## config.mk

```make
export PLATFORM = sky130hd
export DESIGN_NAME = bus_interconnect
export DESIGN_NICKNAME = d
export VERILOG_FILES = /design/src/rtl/bus_pkg.sv /design/src/rtl/bus_addr_decoder.sv /design/src/rtl/bus_interconnect.sv
export SDC_FILE = /design/constraint.sdc
export NUM_CORES = 1
export LEC_CHECK = 0
export ABC_AREA = 1
export BUFFER_PORTS_ARGS = -buffer_cell sky130_fd_sc_hd__buf_2
export CAP_MARGIN = 20
export CORE_MARGIN = 4
export CORE_UTILIZATION = 30
export DETAILED_ROUTE_END_ITERATION = 10
export GPL_TIMING_DRIVEN = 1
export HOLD_SLACK_MARGIN = 0.02
export PLACE_DENSITY = 0.66
export SLEW_MARGIN = 30
export SYNTH_ARGS = -nofsm -noshare
export SYNTH_HDL_FRONTEND = slang
export SYNTH_HIERARCHICAL = 1
export SYNTH_SLANG_ARGS = --single-unit
```

## constraint.sdc

```tcl
create_clock -name clk -period 4.2 [get_ports clk]
set_input_delay 1.26 -clock clk [delete_from_list [all_inputs] [get_ports clk]]
set_output_delay 1.26 -clock clk [all_outputs]
set_load 0.02 [all_outputs]
```

## src/rtl/bus_pkg.sv

```systemverilog
// Shared types and constants for the single-master bus interconnect.
// Optional slave timeout is enabled with BUS_TIMEOUT_EN.
package bus_pkg;

  typedef enum logic [1:0] {
    ST_IDLE   = 2'b00,
    ST_ACCESS = 2'b01,
    ST_RESP   = 2'b10
  } state_e;

  localparam logic [2:0] LEN_BYTE = 3'b000;
  localparam logic [2:0] LEN_HALF = 3'b001;
  localparam logic [2:0] LEN_WORD = 3'b010;

  localparam int TMO_CNT_W = 8;

endpackage

```

## src/rtl/bus_addr_decoder.sv

```systemverilog
// Combinational address decoder: top SEL_W address bits pick the slave,
// hit is low when the index is beyond the populated slave ports.
module bus_addr_decoder
  import bus_pkg::*;
#(
  parameter int ADDR_W     = 32,
  parameter int SEL_W      = 4,
  parameter int NUM_SLAVES = 4
) (
  input  logic [ADDR_W-1:0] address,
  output logic [SEL_W-1:0]  sel,
  output logic              hit
);

  logic unused_low_s;

  // Extract the select field and range-check it
  always_comb begin
    sel          = address[ADDR_W-1 -: SEL_W];
    hit          = (32'(sel) < 32'(NUM_SLAVES));
    unused_low_s = ^address[ADDR_W-SEL_W-1:0];
  end

endmodule

```

## src/rtl/bus_interconnect.sv

```systemverilog
// Single-master to NUM_SLAVES interconnect with IDLE/ACCESS/RESP handshake.
// Define BUS_TIMEOUT_EN to bound ACCESS by TIMEOUT_CYC cycles.
module bus_interconnect
  import bus_pkg::*;
#(
  parameter int ADDR_W      = 32,
  parameter int DATA_W      = 32,
  parameter int NUM_SLAVES  = 4,
  parameter int SEL_W       = 4,
  parameter int TIMEOUT_CYC = 16
) (
  input  logic                         clk,
  input  logic                         reset,
  input  logic                         m_valid,
  output logic                         m_ready,
  input  logic [ADDR_W-1:0]            m_address,
  input  logic [DATA_W-1:0]            m_wr_data,
  input  logic                         m_wr_enable,
  input  logic [2:0]                   m_write_length,
  output logic                         m_resp_valid,
  output logic [DATA_W-1:0]            m_read_data,
  output logic                         m_error,
  output logic [NUM_SLAVES-1:0]        s_valid,
  output logic [ADDR_W-1:0]            s_address,
  output logic [DATA_W-1:0]            s_wr_data,
  output logic                         s_wr_enable,
  output logic [2:0]                   s_write_length,
  input  logic [NUM_SLAVES-1:0]        s_ready,
  input  logic [NUM_SLAVES*DATA_W-1:0] s_read_data
);

  state_e                state_q, state_d;
  logic [NUM_SLAVES-1:0] s_valid_q, s_valid_d;
  logic [ADDR_W-1:0]     addr_q, addr_d;
  logic [DATA_W-1:0]     wdata_q, wdata_d;
  logic                  we_q, we_d;
  logic [2:0]            len_q, len_d;
  logic [SEL_W-1:0]      sel_q, sel_d;
  logic                  resp_valid_q, resp_valid_d;
  logic [DATA_W-1:0]     rdata_q, rdata_d;
  logic                  err_q, err_d;

  logic [SEL_W-1:0]      dec_sel_s;
  logic                  dec_hit_s;
  logic [NUM_SLAVES-1:0] sel_onehot_s;
  logic [DATA_W-1:0]     slice_s;
  logic                  done_s;

`ifdef BUS_TIMEOUT_EN
  logic [TMO_CNT_W-1:0]  tmo_q, tmo_d;
`else
  localparam int unused_tmo_cyc = TIMEOUT_CYC;
`endif

  bus_addr_decoder #(
    .ADDR_W     (ADDR_W),
    .SEL_W      (SEL_W),
    .NUM_SLAVES (NUM_SLAVES)
  ) u_dec (
    .address (m_address),
    .sel     (dec_sel_s),
    .hit     (dec_hit_s)
  );

  // One-hot request vector and read-data slice for the latched slave
  always_comb begin
    sel_onehot_s = '0;
    slice_s      = '0;
    for (int i = 0; i < NUM_SLAVES; i++) begin
      sel_onehot_s[i] = (dec_sel_s == SEL_W'(i));
      slice_s        |= (sel_q == SEL_W'(i)) ? s_read_data[i*DATA_W +: DATA_W] : '0;
    end
    // s_valid_q is one-hot on sel, so this ignores every other slave's ready
    done_s = |(s_ready & s_valid_q);
  end

  // Next-state and next-output computation
  always_comb begin
    state_d      = state_q;
    s_valid_d    = s_valid_q;
    addr_d       = addr_q;
    wdata_d      = wdata_q;
    we_d         = we_q;
    len_d        = len_q;
    sel_d        = sel_q;
    resp_valid_d = 1'b0;
    rdata_d      = rdata_q;
    err_d        = err_q;
`ifdef BUS_TIMEOUT_EN
    tmo_d        = tmo_q;
`endif
    case (state_q)
      ST_IDLE: begin
        if (m_valid) begin
          addr_d  = m_address;
          wdata_d = m_wr_data;
          we_d    = m_wr_enable;
          len_d   = m_write_length;
          sel_d   = dec_sel_s;
          if (dec_hit_s) begin
            state_d   = ST_ACCESS;
            s_valid_d = sel_onehot_s;
`ifdef BUS_TIMEOUT_EN
            tmo_d     = '0;
`endif
          end else begin
            state_d      = ST_RESP;
            resp_valid_d = 1'b1;
            err_d        = 1'b1;
            rdata_d      = '0;
          end
        end else begin
          state_d = ST_IDLE;
        end
      end
      ST_ACCESS: begin
        if (done_s) begin
          state_d      = ST_RESP;
          s_valid_d    = '0;
          resp_valid_d = 1'b1;
          err_d        = 1'b0;
          rdata_d      = we_q ? '0 : slice_s;
`ifdef BUS_TIMEOUT_EN
        end else if (tmo_q == TMO_CNT_W'(TIMEOUT_CYC - 1)) begin
          state_d      = ST_RESP;
          s_valid_d    = '0;
          resp_valid_d = 1'b1;
          err_d        = 1'b1;
          rdata_d      = '0;
        end else begin
          tmo_d = tmo_q + TMO_CNT_W'(1);
        end
`else
        end else begin
          state_d = ST_ACCESS;
        end
`endif
      end
      ST_RESP: begin
        state_d = ST_IDLE;
      end
      default: begin
        state_d   = ST_IDLE;
        s_valid_d = '0;
      end
    endcase
  end

  // State and output registers
  always_ff @(posedge clk or posedge reset) begin
    if (reset) begin
      state_q      <= ST_IDLE;
      s_valid_q    <= '0;
      addr_q       <= '0;
      wdata_q      <= '0;
      we_q         <= 1'b0;
      len_q        <= 3'b000;
      sel_q        <= '0;
      resp_valid_q <= 1'b0;
      rdata_q      <= '0;
      err_q        <= 1'b0;
`ifdef BUS_TIMEOUT_EN
      tmo_q        <= '0;
`endif
    end else begin
      state_q      <= state_d;
      s_valid_q    <= s_valid_d;
      addr_q       <= addr_d;
      wdata_q      <= wdata_d;
      we_q         <= we_d;
      len_q        <= len_d;
      sel_q        <= sel_d;
      resp_valid_q <= resp_valid_d;
      rdata_q      <= rdata_d;
      err_q        <= err_d;
`ifdef BUS_TIMEOUT_EN
      tmo_q        <= tmo_d;
`endif
    end
  end

  assign m_ready        = (state_q == ST_IDLE) && !reset;
  assign m_resp_valid   = resp_valid_q;
  assign m_read_data    = rdata_q;
  assign m_error        = err_q;
  assign s_valid        = s_valid_q;
  assign s_address      = addr_q;
  assign s_wr_data      = wdata_q;
  assign s_wr_enable    = we_q;
  assign s_write_length = len_q;

endmodule

```

==> flow_summary.yaml, run 1 <==
placed_design:
  io_buffers: 309
  placed_cells: 1040
  gp_congestion: 0.781
  dp_hpwl_um: 12500
power_and_ir_drop:
  p_per_area_nw_per_um2: 704
  power_leakage_nw: 3.78
  finalPower_mw: 5.14
  ir_worst_vdd_v: 0.000424
critical_path:
  crit_top_cell: "buf_2"
  path_class: "in -> out"
  cp-endpoint: "m_ready"
  cp-end-kind: "primary output"
  r2r_cells: 6
  cp-startpoint: "reset"
  cp.required_ps: 2940
  reg2reg_from: "m_resp_valid"
  startpoint_type: "primary input"
  critPathMaxFanout: 2
  cp_slowest_stage_delay_ps: 190
  regToRegEndpoint: "m_read_data[21]"
  critical_path.slowest_cell: "buf_2"
  regToRegSetupSlack_ps: 1930
  crit_arrival_ps: 1690
  path_cells: "buf_2 > nor3_1 > buf_2"
synthesis:
  yosys_most_used_dff: "dfrtp_1"
  postSynthCellCount: 546
  synthSimpleGateAreaFrac_pct: 26.3
  synth-compound-area-share_pct: 1.43
  yosys-top-cells-count: "161 x nand3_1, 111 x dfrtp_1, 85 x nand2_1, 67 x mux2_2, 32 x nand4_1"
  synth_top_area_share_pct: 51.9
  ys_ff_latch: 111
  yosys.area.top_type: "dfrtp_1"
  synth_area_per_cell_um2: 9.81
  synth-xor-area-share_pct: 0
  syn_area_um2: 5350
  synth-adder-area-share_pct: 0
  synth_area_leaders: "dfrtp_1 52%, nand3_1 15%, mux2_2 14%"
  ys_seq_area_share_pct: 51.9
  synth-async-reset-ratio_pct: 100
  synth_edf_count: 0
  synth_nets: 749
  synth_cell_types: 22
  synth_top_family_by_area: "simple AND/OR/NAND/NOR gates"
  synthMuxAreaShare_pct: 14.4
  synth_most_common_cell: "nand3_1"
  synth_warnings: 6
cts:
  postCtsSetupBuffers: 0
  ctsResizeCount: 0
  clkLatencyLatePin_ps: 350
  ctsHoldBuffers: 0
  cts_max_level: 3
  clock-root-buffer: "clkbuf_16"
  clock-sinks: 111
  cts_tree: "done"
  clock_path_buffers: 2
  clk_pin_slew_ps: 70
  cts_buffers: 9
drt:
  routed_wl_um: 17000
  drt-initial-drc-count: 154
  drcViolationCount: 0
  final_antenna_net_count: 0
  dr.pass1.iters: 4
  viasPerCell: 4.86
  routedWlPerCell_um: 16.1
  routed-via-count: 5129
finish:
  fin_cells: 1055
  area_growth_pct: 36.5
  num-nets-final: 1029
  drive_gt1_share_pct: 50.0
  fillers: 1726
  n_antenna_cell: 0
grt:
  grt_overflow: 0
  grt_usage_pct: 16.2
  grt_start_max_net_pins: 113
  grt_pass1_vias: 5214
  grt_antenna_before_repair: 1
  grt_pass1_wl_um: 26200
sta:
  fin_crit_sh_pct: 70.2
  hold_viol_final: 0
  fin_worst_skew_ps: 10.7
  setup_viol: 0
  relSlewSlack_pct: 40.1
  worst-slew-pin-transition_ps: 895
  drv_slew: 0
  rsz0062_at_grt: "no"
  tns_ps: 0
  fmax_mhz: 339
  min_period_ps: 2950
job:
  drv_cap: 0
floorplanning:
  num_rows: 48
  dieArea_um2: 20000
  core-area_um2: 17400
  die_y_um: 142
  dieWidth_um: 142
  ios: 310
  initial_core_util_pct: 30.7
hold_path:
  hp-start: "m_read_data[31]"
  hold_path_class: "reg -> reg"
outcome:
  status: "finished clean"
[per-stage QoR]
stage          area (µm²)  hold WS, ps  setup WS [ps]  utilization, %
3_5_place_dp         7020          461           1110            40.3
2_1_floorplan        5350          454           9.35               -
4_1_cts              7310          481           1250            42.0
3_3_place_gp         7020          455           1160            40.3
5_1_grt              7310          509           1250            42.0
6_report             7310          478           1250            42.0
[cells by family after synthesis]
| logic type | count (synthesis) |
|---|---|
| AO/OA/AOI/OAI | 13 |
| flip-flops | 111 |
| multiplexers | 68 |
| AND/OR/NAND/NOR | 294 |
| buffers and inverters | 60 |
[where the power goes]
group,internal (mW),switching (mW),leakage [nW]
Clock,0.430,0.414,0.143
Sequential,1.49,0.241,1.38
Combinational,0.928,1.64,2.26
Total,2.85,2.29,3.78
[placed cells by master (no fill, tap or decap), types with 2 or more instances in the layout]
cell type    n
inv_2        4
buf_2      309
clkbuf_16    9
inv_8        2
or3_1        2
dfrtp_1    111
o21ai_0     11
nand3_1    161
nor2_4       2
inv_1        8
nand2_1     85
inv_6        2
buf_12       3
mux2_2      67
buf_4        4
nor2_1       3
nor2_2       5
or2_2        2
nand4_1     32
[layout make-up]
class / instances / area [µm²] / area share, %
Clock inverter: 5 / 48.8 / 0.668
Sequential cell: 111 / 2780 / 38.0
Timing Repair Buffer: 316 / 1640 / 22.4
Multi-Input combinational cell: 375 / 2270 / 31.1
Tap cell: 225 / 282 / 3.85
Clock buffer: 10 / 239 / 3.27
Inverter: 13 / 51.3 / 0.702
[state kept, by name, summed over array words and instances (netlist names)]
name,cells
sel_q,4
s_write_length,3
state_q,1
m_read_data,32
m_error,1
m_resp_valid,1
s_address,32
s_valid,4
s_wr_enable,1
s_wr_data,32
[worst min-delay path by stage]
stage                      endpoint  slack (ps)  cells past startpoint
finish              m_read_data[31]         480                      2
global route         m_read_data[5]         510                      2
CTS                 m_read_data[31]         480                      2
detailed placement  m_read_data[31]         460                      2
global placement            m_error         450                      2
floorplan                  sel_q[2]         450                      2
[critical path, delay by kind of cell]
family                 cells  cell delay, ps
buffers and inverters      2             310
and+or+nand+nor            1             120
[routing by layer]
metal | wire length [µm] | global-route usage, % | vias to the layer above
li1 | - | - | 2473
met1 | 6690 | 19.4 | 2371
met2 | 7940 | 27.0 | 263
met3 | 2060 | 5.86 | 20
met4 | 279 | 5.66 | 2
met5 | 13 | 0 | -
No activity file was read; power rests on OpenSTA's default activity.
==> run 2, diff against run 1 <==
Clock period 4.2 ns to 2.5 ns, I/O delays scaled along.
==> run 2 against run 1 <==
Global-route usage increased by 0.17 points; clock power rose by 68%; via count increased by 0.94%; flip-flop and latch count is the same; register-to-register slack lost 1200 ps; clock-buffer cell count unchanged; combinational power is 74% higher; first-iteration DRC count up 6.5%; sequential power is 68% higher; hold slack got worse by 160 ps; largest power group unchanged; highest routed layer is now met4.
==> flow_summary.yaml, run 2 (synthesis results as in run 1) <==
cts:
  clk_pin_slew_ps: 80
  ctsResizeCount: 0
  clock_path_buffers: 2
  clock-sinks: 111
  postCtsSetupBuffers: 0
  clkLatencyLatePin_ps: 350
  ctsHoldBuffers: 0
  cts_buffers: 9
  clock-root-buffer: "clkbuf_16"
  cts_max_level: 3
  cts_tree: "done"
finish:
  final_common_cell: "buf_2"
  drive_gt1_share_pct: 50.5
  n_antenna_cell: 0
  area_growth_pct: 38.6
  num-nets-final: 1040
  fin_cells: 1067
  postLayoutCellArea_um2: 7420
  layout_common_cells: "309 x buf_2, 161 x nand3_1, 111 x dfrtp_1, 85 x nand2_1, 67 x mux2_2"
drt:
  dr.pass1.iters: 6
  routedWlPerCell_um: 16.0
  drt-initial-drc-count: 164
  routed_wl_um: 17100
  final_antenna_net_count: 0
  routed-via-count: 5177
  viasPerCell: 4.85
  drcViolationCount: 0
power_and_ir_drop:
  power_leakage_nw: 3.84
  ir_worst_vdd_v: 0.000679
  finalPower_mw: 8.80
  p_per_area_nw_per_um2: 1190
sta:
  worst-slew-pin-transition_ps: 745
  tns_ps: 0
  setup_viol: 0
  fmax_mhz: 519
  rsz0062_at_grt: "no"
  hold_viol_final: 0
  min_period_ps: 1930
  relSlewSlack_pct: 50.2
  fin_crit_sh_pct: 77.1
  drv_slew: 0
  fin_worst_skew_ps: 8.82
grt:
  grtUsageMet3_pct: 6.20
  grt_antenna_before_repair: 0
  grt_overflow: 0
  grt_util_met1_pct: 19.7
  grt_usage_pct: 16.4
  grt_pass1_vias: 5200
  grt_pass1_wl_um: 26600
  busiest_layer: "met2"
  grt_start_max_net_pins: 65
  grt.met2_usage_pct: 27.5
critical_path:
  r2r_cells: 6
  cp-end-kind: "primary output"
  path_class: "reg -> out"
  cp-endpoint: "m_ready"
  cp.required_ps: 1750
  startpoint_type: "flip-flop"
  crit_arrival_ps: 1180
  cp-startpoint: "m_resp_valid"
  regToRegSetupSlack_ps: 720
  critPathMaxFanout: 5
  regToRegEndpoint: "m_read_data[27]"
  reg2reg_from: "sel_q[2]"
placed_design:
  placed_area_um2: 7130
  dp_hpwl_um: 13100
  io_buffers: 309
  gp_congestion: 0.835
  placed_cells: 1051
floorplanning:
  initial_core_util_pct: 30.7
  die_y_um: 142
  core-area_um2: 17400
  dieWidth_um: 142
  num_rows: 48
  ios: 310
  dieArea_um2: 20000
outcome:
  status: "finished clean"
hold_path:
  hold_path_class: "in -> async"
job:
  drv_cap: 0
[run 2: worst max-delay path, stage by stage (launching register included)]
cell,delay (ps)
dfrtp_1,460
nor3_1,180
buf_2,190
[run 2: area by class of cell]
type | count | area, µm²
inverter | 13 | 52.6
sequential | 111 | 2780
tap | 225 | 282
multi-input combinational | 375 | 2270
fill | 1729 | 10000
timing repair buffer | 327 | 1740
clock buffer | 10 | 229
clock inverter | 6 | 62.6
[run 2: metal layers]
layer	wire [µm]	part of all wire (%)
met1	6830	40
met2	7980	47
met3	2060	12
met4	233	1.4
met5	0	0
[run 2: worst min path at each step]
stage / start / end / depth (start not counted)
2_1_floorplan: sel_q[2] / sel_q[2] / 2
3_3_place_gp: m_read_data[19] / m_read_data[19] / 2
3_5_place_dp: m_read_data[4] / m_read_data[4] / 2
4_1_cts: reset / s_address[30] / 2
5_1_grt: reset / s_address[30] / 2
6_report: reset / s_address[30] / 2
[run 2: through the flow]
step	hold WS, ps	worst slack, ps	util (%)
after floorplan	454	407	-
after global placement	460	546	40.9
after detailed placement	461	462	40.9
after CTS	298	546	42.6
after global routing	305	482	42.6
final	320	571	42.6
[run 2: where the power goes]
group | total (mW) | switching (mW) | internal (mW)
Sequential | 2.90 | 0.397 | 2.50
Clock | 1.42 | 0.710 | 0.707
Combinational | 4.48 | 2.80 | 1.68
Total | 8.80 | 3.91 | 4.89
==> run 3, diff against run 2 <==
Settings changed: PLACE_DENSITY 0.66 to 0.63.
Clock period 2.5 ns to 2 ns, I/O delays scaled along.
==> run 3 against run 2 <==
Via count is 1.4% lower; clock skew is 2.9 ps higher; global-route usage is 0.15 points higher; cell area is 0.39% higher; power is 26% higher; wire length hardly changed; die area stayed put; largest cell class unchanged; critical path depth stayed put; hold slack worse by 81 ps; setup slack worse by 350 ps; highest routed layer unchanged; final cell count is 0.28% lower; sequential power is 24% higher.
==> flow_summary.yaml, run 3 (synthesis results as in run 1) <==
hold_path:
  hold_path_class: "in -> async"
cts:
  clock-root-buffer: "clkbuf_16"
  clock-sinks: 111
  ctsHoldBuffers: 0
  cts_buffers: 9
  clk_pin_slew_ps: 90
  cts_tree: "done"
  cts_max_level: 3
  postCtsSetupBuffers: 0
  ctsResizeCount: 0
  clkLatencyLatePin_ps: 350
  clock_path_buffers: 2
sta:
  hold_viol_final: 0
  fin_worst_skew_ps: 11.7
  worst_slack_ps: 219
  min_period_ps: 1780
  fin_crit_sh_pct: 89.0
  setup_viol: 0
  rsz0062_at_grt: "no"
  worst-slew-pin-transition_ps: 519
  drv_slew: 0
  fmax_mhz: 562
  relSlewSlack_pct: 65.4
  tns_ps: 0
power_and_ir_drop:
  p_int_mw: 6.18
  pwr-share-clk_pct: 17.6
  ir_worst_vdd_v: 0.000851
  p_per_area_nw_per_um2: 1490
  power_leakage_nw: 3.85
  sequentialPowerShare_pct: 32.6
  combPwrFrac_pct: 49.8
  switching_power_mw: 4.90
  power.share.switching_pct: 44.2
finish:
  n_antenna_cell: 0
  num-nets-final: 1037
  fin_cells: 1064
  area_growth_pct: 39.1
  fillers: 1743
  final_common_cell: "buf_2"
  layout_common_cells: "309 x buf_2, 161 x nand3_1, 111 x dfrtp_1, 85 x nand2_1, 67 x mux2_2"
  utilization_pct: 42.8
  drive_gt1_share_pct: 50.4
grt:
  grt_overflow: 0
  grt_antenna_before_repair: 0
  grt_usage_pct: 16.5
  grt_start_max_net_pins: 129
  grt_pass1_vias: 5161
  grt_pass1_wl_um: 26600
drt:
  routedWlPerCell_um: 16.1
  dr.pass1.iters: 4
  drcViolationCount: 0
  viasPerCell: 4.80
  routed-via-count: 5107
  routed_wl_um: 17100
  final_antenna_net_count: 0
  drt-initial-drc-count: 148
floorplanning:
  num_rows: 48
  ios: 310
  dieArea_um2: 20000
  initial_core_util_pct: 30.7
  die_y_um: 142
  dieWidth_um: 142
  core-area_um2: 17400
critical_path:
  startpoint_type: "flip-flop"
  crit_arrival_ps: 1180
  cp-end-kind: "primary output"
  path_class: "reg -> out"
  regToRegEndpoint: "m_read_data[21]"
  regToRegSetupSlack_ps: 410
  reg2reg_from: "m_resp_valid"
  r2r_cells: 6
  critPathMaxFanout: 5
  cp.required_ps: 1400
placed_design:
  post-place-ws_ps: 243
  dp_hpwl_um: 12900
  placed_cells: 1048
  gp_congestion: 0.836
  io_buffers: 309
outcome:
  status: "finished clean"
job:
  drv_cap: 0
-- run 3: power by group through the flow --
stage	Sequential, mW	Combinational, mW	Clock (mW)
after global routing	3.74	6.04	2.11
after global placement	3.62	5.58	0
final	3.61	5.52	1.96
after CTS	3.61	5.60	2.03
after floorplan	4.66	2.71	0
after detailed placement	3.64	5.59	0
-- run 3: worst max-delay path, stage by stage, from the launching register on --
cell and delay [ps]:
dfrtp_1 470, nor3_1 180, buf_2 190
-- run 3: worst max path at each step --
| stage | to | startpoint | cells after the start |
|---|---|---|---|
| finish | m_ready | m_resp_valid | 2 |
| global route | m_ready | m_resp_valid | 2 |
| CTS | m_ready | m_resp_valid | 2 |
| detailed placement | m_read_data[21] | m_address[30] | 8 |
| global placement | m_read_data[11] | m_address[30] | 8 |
| floorplan | m_error | reset | 1 |
-- run 3: per-stage QoR --
step	cell area, µm²	power, mW	hold WS [ps]
2_1_floorplan	5360	7.37	454
3_3_place_gp	7120	9.19	458
3_5_place_dp	7120	9.23	461
4_1_cts	7450	11.2	229
5_1_grt	7450	11.9	250
6_report	7450	11.1	239
-- run 3: cell type report --
type                    count  area (µm²)  area share (%)
inverters                  13        52.6           0.706
flip-flops and latches    111        2780            37.3
well taps                 225         282            3.78
multi-input cells         375        2270            30.5
repair buffers            324        1730            23.3
clock inverters             7         105            1.41
clock buffers               9         225            3.02
-- run 3: metal layers --
metal	track usage (%)	share of wire, %
met2	27.4	46
met1	19.6	40
met5	0	0
met3	6.54	12
met4	5.71	1.9
